[src/rtl/intr_ctrl.sv]
// rtl/intr_ctrl.sv - interrupt controller, CP0 Status/Cause/EPC and PC-redirect sequencer
// Optional INTR_IRQ_SYNC_EN: two-flop synchronizer on irq_i ahead of edge detection.
module intr_ctrl #(
  parameter int          NUM_IRQ      = 4,
  parameter logic [31:0] HANDLER_ADDR = 32'h0000_4180
) (
  input  logic               clk,
  input  logic               rst,
  input  logic [NUM_IRQ-1:0] irq_i,
  input  logic [31:0]        pc_mem_i,
  input  logic               pc_valid_i,
  input  logic               eret_i,
  input  logic               mtc0_we_i,
  input  logic [4:0]         mtc0_addr_i,
  input  logic [31:0]        mtc0_data_i,
  input  logic [4:0]         mfc0_addr_i,
  output logic [31:0]        mfc0_data_o,
  output logic               flush_o,
  output logic [1:0]         npc_sel_o,
  output logic [31:0]        target_pc_o,
  output logic [31:0]        epc_o,
  output logic               int_active_o
);

  localparam logic [4:0] REG_STATUS = 5'd12;
  localparam logic [4:0] REG_CAUSE  = 5'd13;
  localparam logic [4:0] REG_EPC    = 5'd14;

  typedef enum logic {IDLE, SERVICE} state_t;

  state_t             state, state_next;
  logic               status_ie;
  logic [NUM_IRQ-1:0] status_im;
  logic [NUM_IRQ-1:0] cause_ip, ip_next;
  logic [4:0]         cause_code;
  logic [31:0]        epc;
  logic [NUM_IRQ-1:0] irq_src, irq_prev, new_edge;
  logic [NUM_IRQ-1:0] pend, win_mask;
  logic [4:0]         win_idx;
  logic               req, ret_go, take_go;
  logic               wr_status, wr_cause, wr_epc;
  logic               unused_data_bits;

`ifdef INTR_IRQ_SYNC_EN
  logic [NUM_IRQ-1:0] irq_meta, irq_sync;

  always_ff @(posedge clk) begin
    if (rst) begin
      irq_meta <= '0;
      irq_sync <= '0;
    end else begin
      irq_meta <= irq_i;
      irq_sync <= irq_meta;
    end
  end
  assign irq_src = irq_sync;
`else
  assign irq_src = irq_i;
`endif

  assign new_edge  = irq_src & ~irq_prev;
  assign pend      = cause_ip & status_im;
  assign req       = status_ie & (|pend);
  assign wr_status = mtc0_we_i && (mtc0_addr_i == REG_STATUS);
  assign wr_cause  = mtc0_we_i && (mtc0_addr_i == REG_CAUSE);
  assign wr_epc    = mtc0_we_i && (mtc0_addr_i == REG_EPC);
  assign unused_data_bits = ^{mtc0_data_i[31:8+NUM_IRQ], mtc0_data_i[7:1]};

  // Lowest index wins: scan downward so the last hit is the smallest k.
  always_comb begin
    win_idx  = '0;
    win_mask = '0;
    for (int k = NUM_IRQ - 1; k >= 0; k--) begin
      if (pend[k]) begin
        win_idx  = 5'(k);
        win_mask = NUM_IRQ'(1) << k;
      end
    end
  end

  // Redirects are suppressed in a reset cycle; ERET outranks a pending take.
  always_comb begin
    state_next  = state;
    ret_go      = 1'b0;
    take_go     = 1'b0;
    flush_o     = 1'b0;
    npc_sel_o   = 2'b00;
    target_pc_o = 32'h0;
    if (!rst && pc_valid_i) begin
      if (eret_i) begin
        ret_go      = 1'b1;
        flush_o     = 1'b1;
        npc_sel_o   = 2'b10;
        target_pc_o = epc;
        state_next  = IDLE;
      end else if (state == IDLE && req) begin
        take_go     = 1'b1;
        flush_o     = 1'b1;
        npc_sel_o   = 2'b01;
        target_pc_o = HANDLER_ADDR;
        state_next  = SERVICE;
      end
    end
  end

  // A fresh edge re-sets IP even when it is being cleared this cycle.
  always_comb begin
    ip_next = cause_ip;
    if (wr_cause) ip_next = ip_next & ~mtc0_data_i[8 +: NUM_IRQ];
    if (take_go)  ip_next = ip_next & ~win_mask;
    ip_next = ip_next | new_edge;
  end

  always_ff @(posedge clk) begin
    if (rst) begin
      state      <= IDLE;
      status_ie  <= 1'b0;
      status_im  <= '0;
      cause_ip   <= '0;
      cause_code <= '0;
      epc        <= '0;
      irq_prev   <= '0;
    end else begin
      state    <= state_next;
      irq_prev <= irq_src;
      cause_ip <= ip_next;
      if (wr_status) begin
        status_im <= mtc0_data_i[8 +: NUM_IRQ];
        status_ie <= mtc0_data_i[0];
      end
      if (take_go)     status_ie <= 1'b0;
      else if (ret_go) status_ie <= 1'b1;
      if (wr_epc)  epc <= mtc0_data_i;
      if (take_go) begin
        epc        <= pc_mem_i;
        cause_code <= win_idx;
      end
    end
  end

  always_comb begin
    mfc0_data_o = 32'h0;
    case (mfc0_addr_i)
      REG_STATUS: begin
        mfc0_data_o[0]            = status_ie;
        mfc0_data_o[8 +: NUM_IRQ] = status_im;
      end
      REG_CAUSE: begin
        mfc0_data_o[6:2]          = cause_code;
        mfc0_data_o[8 +: NUM_IRQ] = cause_ip;
      end
      REG_EPC:  mfc0_data_o = epc;
      default:  mfc0_data_o = 32'h0;
    endcase
  end

  assign epc_o        = epc;
  assign int_active_o = (state == SERVICE);

endmodule

[config.mk]
export PLATFORM = sky130hd
export DESIGN_NAME = intr_ctrl
export DESIGN_NICKNAME = d
export VERILOG_FILES = /design/src/rtl/intr_ctrl.sv
export SDC_FILE = /design/constraint.sdc
export NUM_CORES = 1
export LEC_CHECK = 0
export ABC_AREA = 1
export ABC_CLOCK_PERIOD_IN_PS = 1300
export BUFFER_PORTS_ARGS = -buffer_cell sky130_fd_sc_hd__buf_2
export CAP_MARGIN = 20
export CORE_MARGIN = 2
export CORE_UTILIZATION = 44
export DETAILED_ROUTE_END_ITERATION = 7
export PLACE_DENSITY = 0.81
export SETUP_SLACK_MARGIN = 0.3
export SYNTH_ARGS = -nofsm -noshare
export SYNTH_HDL_FRONTEND = slang
export SYNTH_SLANG_ARGS = --single-unit
export TNS_END_PERCENT = 30
[constraint.sdc]
create_clock -name clk -period 1.3 [get_ports clk]
set_input_delay 0.13 -clock clk [delete_from_list [all_inputs] [get_ports clk]]
set_output_delay 0.13 -clock clk [all_outputs]
set_load 0.01 [all_outputs]
# Word-level counts from Yosys, hierarchy flattened
# Cells that the tools add are included.
# Widths: inputs -> output; s select.
[classes]
mux = 35
n_reduce_logical = 12
eq_ne = 6
bitwise = 10
[ops]
columns = ["operator", "n"]
rows = [
  ["$mux 32", 4],
  ["$eq 5x4->1 const B", 6],
  ["$mux 4", 6],
  ["$mux 20", 1],
  ["$and 4x4->4", 4],
  ["$mux 15", 1],
  ["$mux 5", 3],
  ["$mux 1", 14],
  ["$not 4->4", 3],
  ["$pmux 4 s3", 1],
  ["$pmux 5 s2", 1],
  ["$mux 2", 3],
  ["$reduce_bool 2->1", 3],
  ["$logic_and 1x1->1", 5],
  ["$or 4x4->4", 1],
  ["$reduce_or 4->1", 1],
  ["$pmux 1 s2", 1],
  ["$reduce_and 2->1", 1],
  ["$reduce_or 2->1", 1],
  ["$and 1x1->1", 1],
  ["$logic_not 1->1", 1],
  ["$not 1->1", 1],
]
[word_totals]
wordCells = 70
out_inout_bits = 100
reg_bits = 51
inputBits = 83

# Depth between registers and ports, before layout
[logic_depth]
word_depth = 9
ltp_mapped = 9
ltp_nobuf = 9

# Least setup slack after synthesis
# Ideal clock, no wire load.
[synth_timing]
path_kind = "register to output"
start = "reg status_im[1]"
end = "out target_pc_o[14]"
n_path_buf = 1
arrival_time_ps = 1085
path_slack_ps = 85
required_ps = 1170
path_stages_with_launch = 8
cell_sequence = "dfxtp_1 -> nand2_2 -> nand2_1 -> inv_2 -> nand2_4 -> nand3_4 -> buf_2 -> o21ai_0"
[synth_via]
elab_chain_len = 7
[synth_rtl]
columns = ["element", "line_no", "source"]
rows = [
  ["start, declared", "33", "logic [NUM_IRQ-1:0] status_im;"],
  ["start signal, assigned", "128", "status_im <= mtc0_data_i[8 +: NUM_IRQ];"],
  ["$and 4x4->4", "62", "assign pend = cause_ip & status_im;"],
  ["$reduce_or 4->1", "63", "assign req = status_ie & (|pend);"],
  ["$and 1x1->1", "63", ""],
  ["$logic_and 1x1->1", "96", "end else if (state == IDLE && req) begin"],
  ["$mux 15", "96", ""],
  ["$mux 32", "90", "if (eret_i) begin"],
  ["$mux 32", "89", "if (!rst && pc_valid_i) begin"],
  ["end, declared", "20", "output logic [31:0] target_pc_o,"],
]
# No other way between the ends.

# Worst setup path after layout
[layout_timing]
start = "reg status_im[0]"
end = "out target_pc_o[8]"
# The elaborated chain is that of the path after synthesis.

==> impl_metrics.py <==
metrics = {
    "timing": {
        "fin_skew_ns": 0.00957,
        "tightest_slew_ns": 0.470,
        "fin_ws_ns": -0.272,
        "setup_viol": 44,
        "fmax_mhz": 636,
        "relSlewSlack_pct": 68.7,
        "finalHoldViolations": 0,
        "finalCritPeriodShare_pct": 121,
        "min_period_ns": 1.57,
        "hold_slack_ns": 0.0354,
        "rsz0062_at_grt": "yes",
        "drv_slew": 0,
    },
    "route": {
        "num_vias": 4302,
        "wl_um": 11900,
        "postRouteAntennaNets": 0,
        "wl_per_cell_um": 14.5,
        "drc": 0,
        "first_iter_violations": 257,
        "vias_per_cell": 5.22,
        "first_pass_iters": 6,
    },
    "floorplanning": {
        "ioPinCount": 183,
        "die_width_um": 87.9,
        "die_height_um": 87.9,
        "initial_core_util_pct": 45.6,
        "coreArea_sq_mm": 0.00679,
        "num_rows": 30,
        "die-area_sq_mm": 0.00772,
    },
    "placement": {
        "place_ws_ns": 0.0171,
        "hpwl_um": 8180,
        "portBuffers": 182,
        "gp_congestion": 0.991,
        "place_area_sq_mm": 0.00423,
    },
    "cells_and_area": {
        "finalInstanceArea_sq_mm": 0.00488,
        "syn2layout_area_growth_pct": 57.7,
        "final_net_count": 810,
        "fillers": 567,
        "drive_above_1_share_pct": 43.7,
        "num_antenna_cells": 0,
    },
    "global_route": {
        "grt_usage_pct": 29.1,
        "grt_max_degree": 39,
        "overflow": 0,
        "grt_pass1_wl_um": 17800,
        "grt_pass1_vias": 3931,
        "antenna_found_initial": 0,
    },
    "cts": {
        "insertion_delay_ns": 0.30,
        "cts_buffers": 5,
        "cts-htree-levels": 2,
        "postCtsHoldBufs": 0,
        "cts_tree": "done",
        "clkTransAtPathRegs_ns": 0.09,
        "cts_sinks": 48,
        "cts_root_buffer": "clkbuf_8",
        "cts_buffer_depth": 2,
    },
    "critical_path": {
        "crit_top_cell": "nand2_2",
        "crit_required_ns": 1.17,
        "arrival_ns": 1.44,
        "cp-startpoint": "status_im[0]",
        "cp_max_fo": 6,
        "reg2reg_from": "status_im[0]",
        "max_stage_delay_ns": 0.36,
        "crit_slowest_cell": "dfxtp_2",
        "worstPathCellList": "nand2_2, nand2_2, inv_2, nand2_4, nand3_4, buf_12, o21ai_2, buf_2",
        "worstSetupPathType": "reg -> out",
        "start_kind": "register",
        "end_kind": "output pin",
    },
    "yosys": {
        "seq_area_frac_synth_pct": 31.0,
        "synth_seq_cells": 48,
        "synth_warnings": 0,
        "synth_cell_type_count": 24,
        "synth_edf_count": 0,
        "synth_most_common_cell": "nand2_1",
        "synth_nets": 601,
        "ys_top_cells_by_count": "nand2_1 (94), inv_1 (91), nand3_1 (76)",
        "synth_area_leaders": "dfxtp_1 (31%), nand3_1 (12%), nand2_1 (11%), inv_1 (11%), nor2_1 (8.6%)",
        "avgSynthCellArea_sq_um": 5.98,
        "synthArstFlopShare_pct": 0,
        "syn_inst": 518,
        "synthesis.area_sq_mm": 0.00310,
        "synth_ff_type": "dfxtp_1",
        "netlist.area_leader.share_pct": 31.0,
        "yosys.area.top_type": "dfxtp_1",
    },
    "pwr": {
        "power.leakage_nw": 2.54,
        "ir_worst_vdd_uv": 442,
        "power_density_mw_per_mm2": 638,
    },
    "worst_hold_path": {
        "holdCritStartpoint": "irq_i[3]",
        "hp-class": "in -> reg",
    },
    "status": {
        "violations": "negative setup slack",
        "outcome": "complete, but fails checks",
    },
    "flow_run": {
        "drv_cap": 0,
    },
}
## critical path: cells and delay by family (launching register included)
family | cells | cell delay, ns
DFF | 1 | 0.36
AOI/OAI and AO/OA | 1 | 0.05
buffers and inverters | 3 | 0.36
and+or+nand+nor | 4 | 0.37
## through the flow
| stage | instances | utilization, % | total power, mW | setup TNS [ns] |
|---|---|---|---|---|
| 5_1_grt | 824 | 71.9 | 3.23 | -11.16 |
| 3_3_place_gp | 786 | 62.3 | 1.98 | 0 |
| 2_1_floorplan | 518 | - | 1.75 | 0 |
| 4_1_cts | 818 | 69.5 | 3.10 | -5.52 |
| 6_report | 824 | 71.9 | 3.12 | -8.56 |
| 3_5_place_dp | 786 | 62.3 | 1.98 | 0 |
## layout make-up
type	count	area (sq um)	share of cell area (%)
inverters	93	352	7.20
well taps	96	120	2.46
clock inverters	2	35.0	0.717
repair buffers	239	1540	31.5
clock buffers	6	72.6	1.49
flip-flops and latches	48	981	20.1
multi-input cells	340	1790	36.6
## report_power, final
part | total [mW] | internal [mW] | switching (mW) | leakage (nW)
clock network | 1.08 | 0.572 | 0.509 | 0.0552
logic | 0.514 | 0.220 | 0.294 | 2.09
registers | 1.52 | 1.50 | 0.0211 | 0.396
## per-layer routing
metal  GRT usage [%]  part of all wire [%]
met5               0                     0
met1            32.5                    39
met4            14.1                   3.1
met3            5.18                   7.6
met2            53.0                    50
## flip-flops by register name, indices dropped and copies added, names as in the netlist
signal / count
cause_code: 2
cause_ip: 4
epc_o: 32
int_active_o: 1
irq_prev: 4
status_ie: 1
status_im: 4
## path summary, 6_finish.rpt
kind / to / slack, ns / cells past startpoint
setup / recovery: target_pc_o[8] / -0.27 / 8
hold / removal: irq_prev[3] / 0.04 / 3
setup reg to reg: epc_o[3] / -0.24 / 11
hold reg to reg: cause_ip[0] / 0.45 / 1
## logic make-up (layout without fill, tap and decap cells)
logic type,after synthesis,after routing,synth area share [%]
buffers and inverters,130,340,17.4
and+or+nand+nor,284,284,41.9
DFF,48,48,31.0
AOI/OAI and AO/OA,56,56,9.70
## cell usage in the layout (no fill, tap or decap), types with 2 or more instances in the layout
cell,instances
buf_2,177
nand2_1,83
inv_1,82
nand3_1,70
nor2_1,64
buf_4,40
nand4_1,34
dfxtp_1,34
a21oi_1,31
dfxtp_2,13
buf_6,11
inv_2,10
nand2_2,10
a21oi_2,8
buf_12,8
nor2_2,7
nand3_2,5
o21ai_0,5
clkbuf_8,5
nor2_4,4
o21ai_2,4
o221ai_2,3
o22ai_1,3
nand2_4,2
nand3_4,2
## timing repair
item	CTS	global route
gates cloned	1	1
resized for setup	54	27
pin swaps	12	11
setup endpoints to repair	107	116
buffers inserted	23	5
Note: power is estimated with default switching activity, not from simulation.
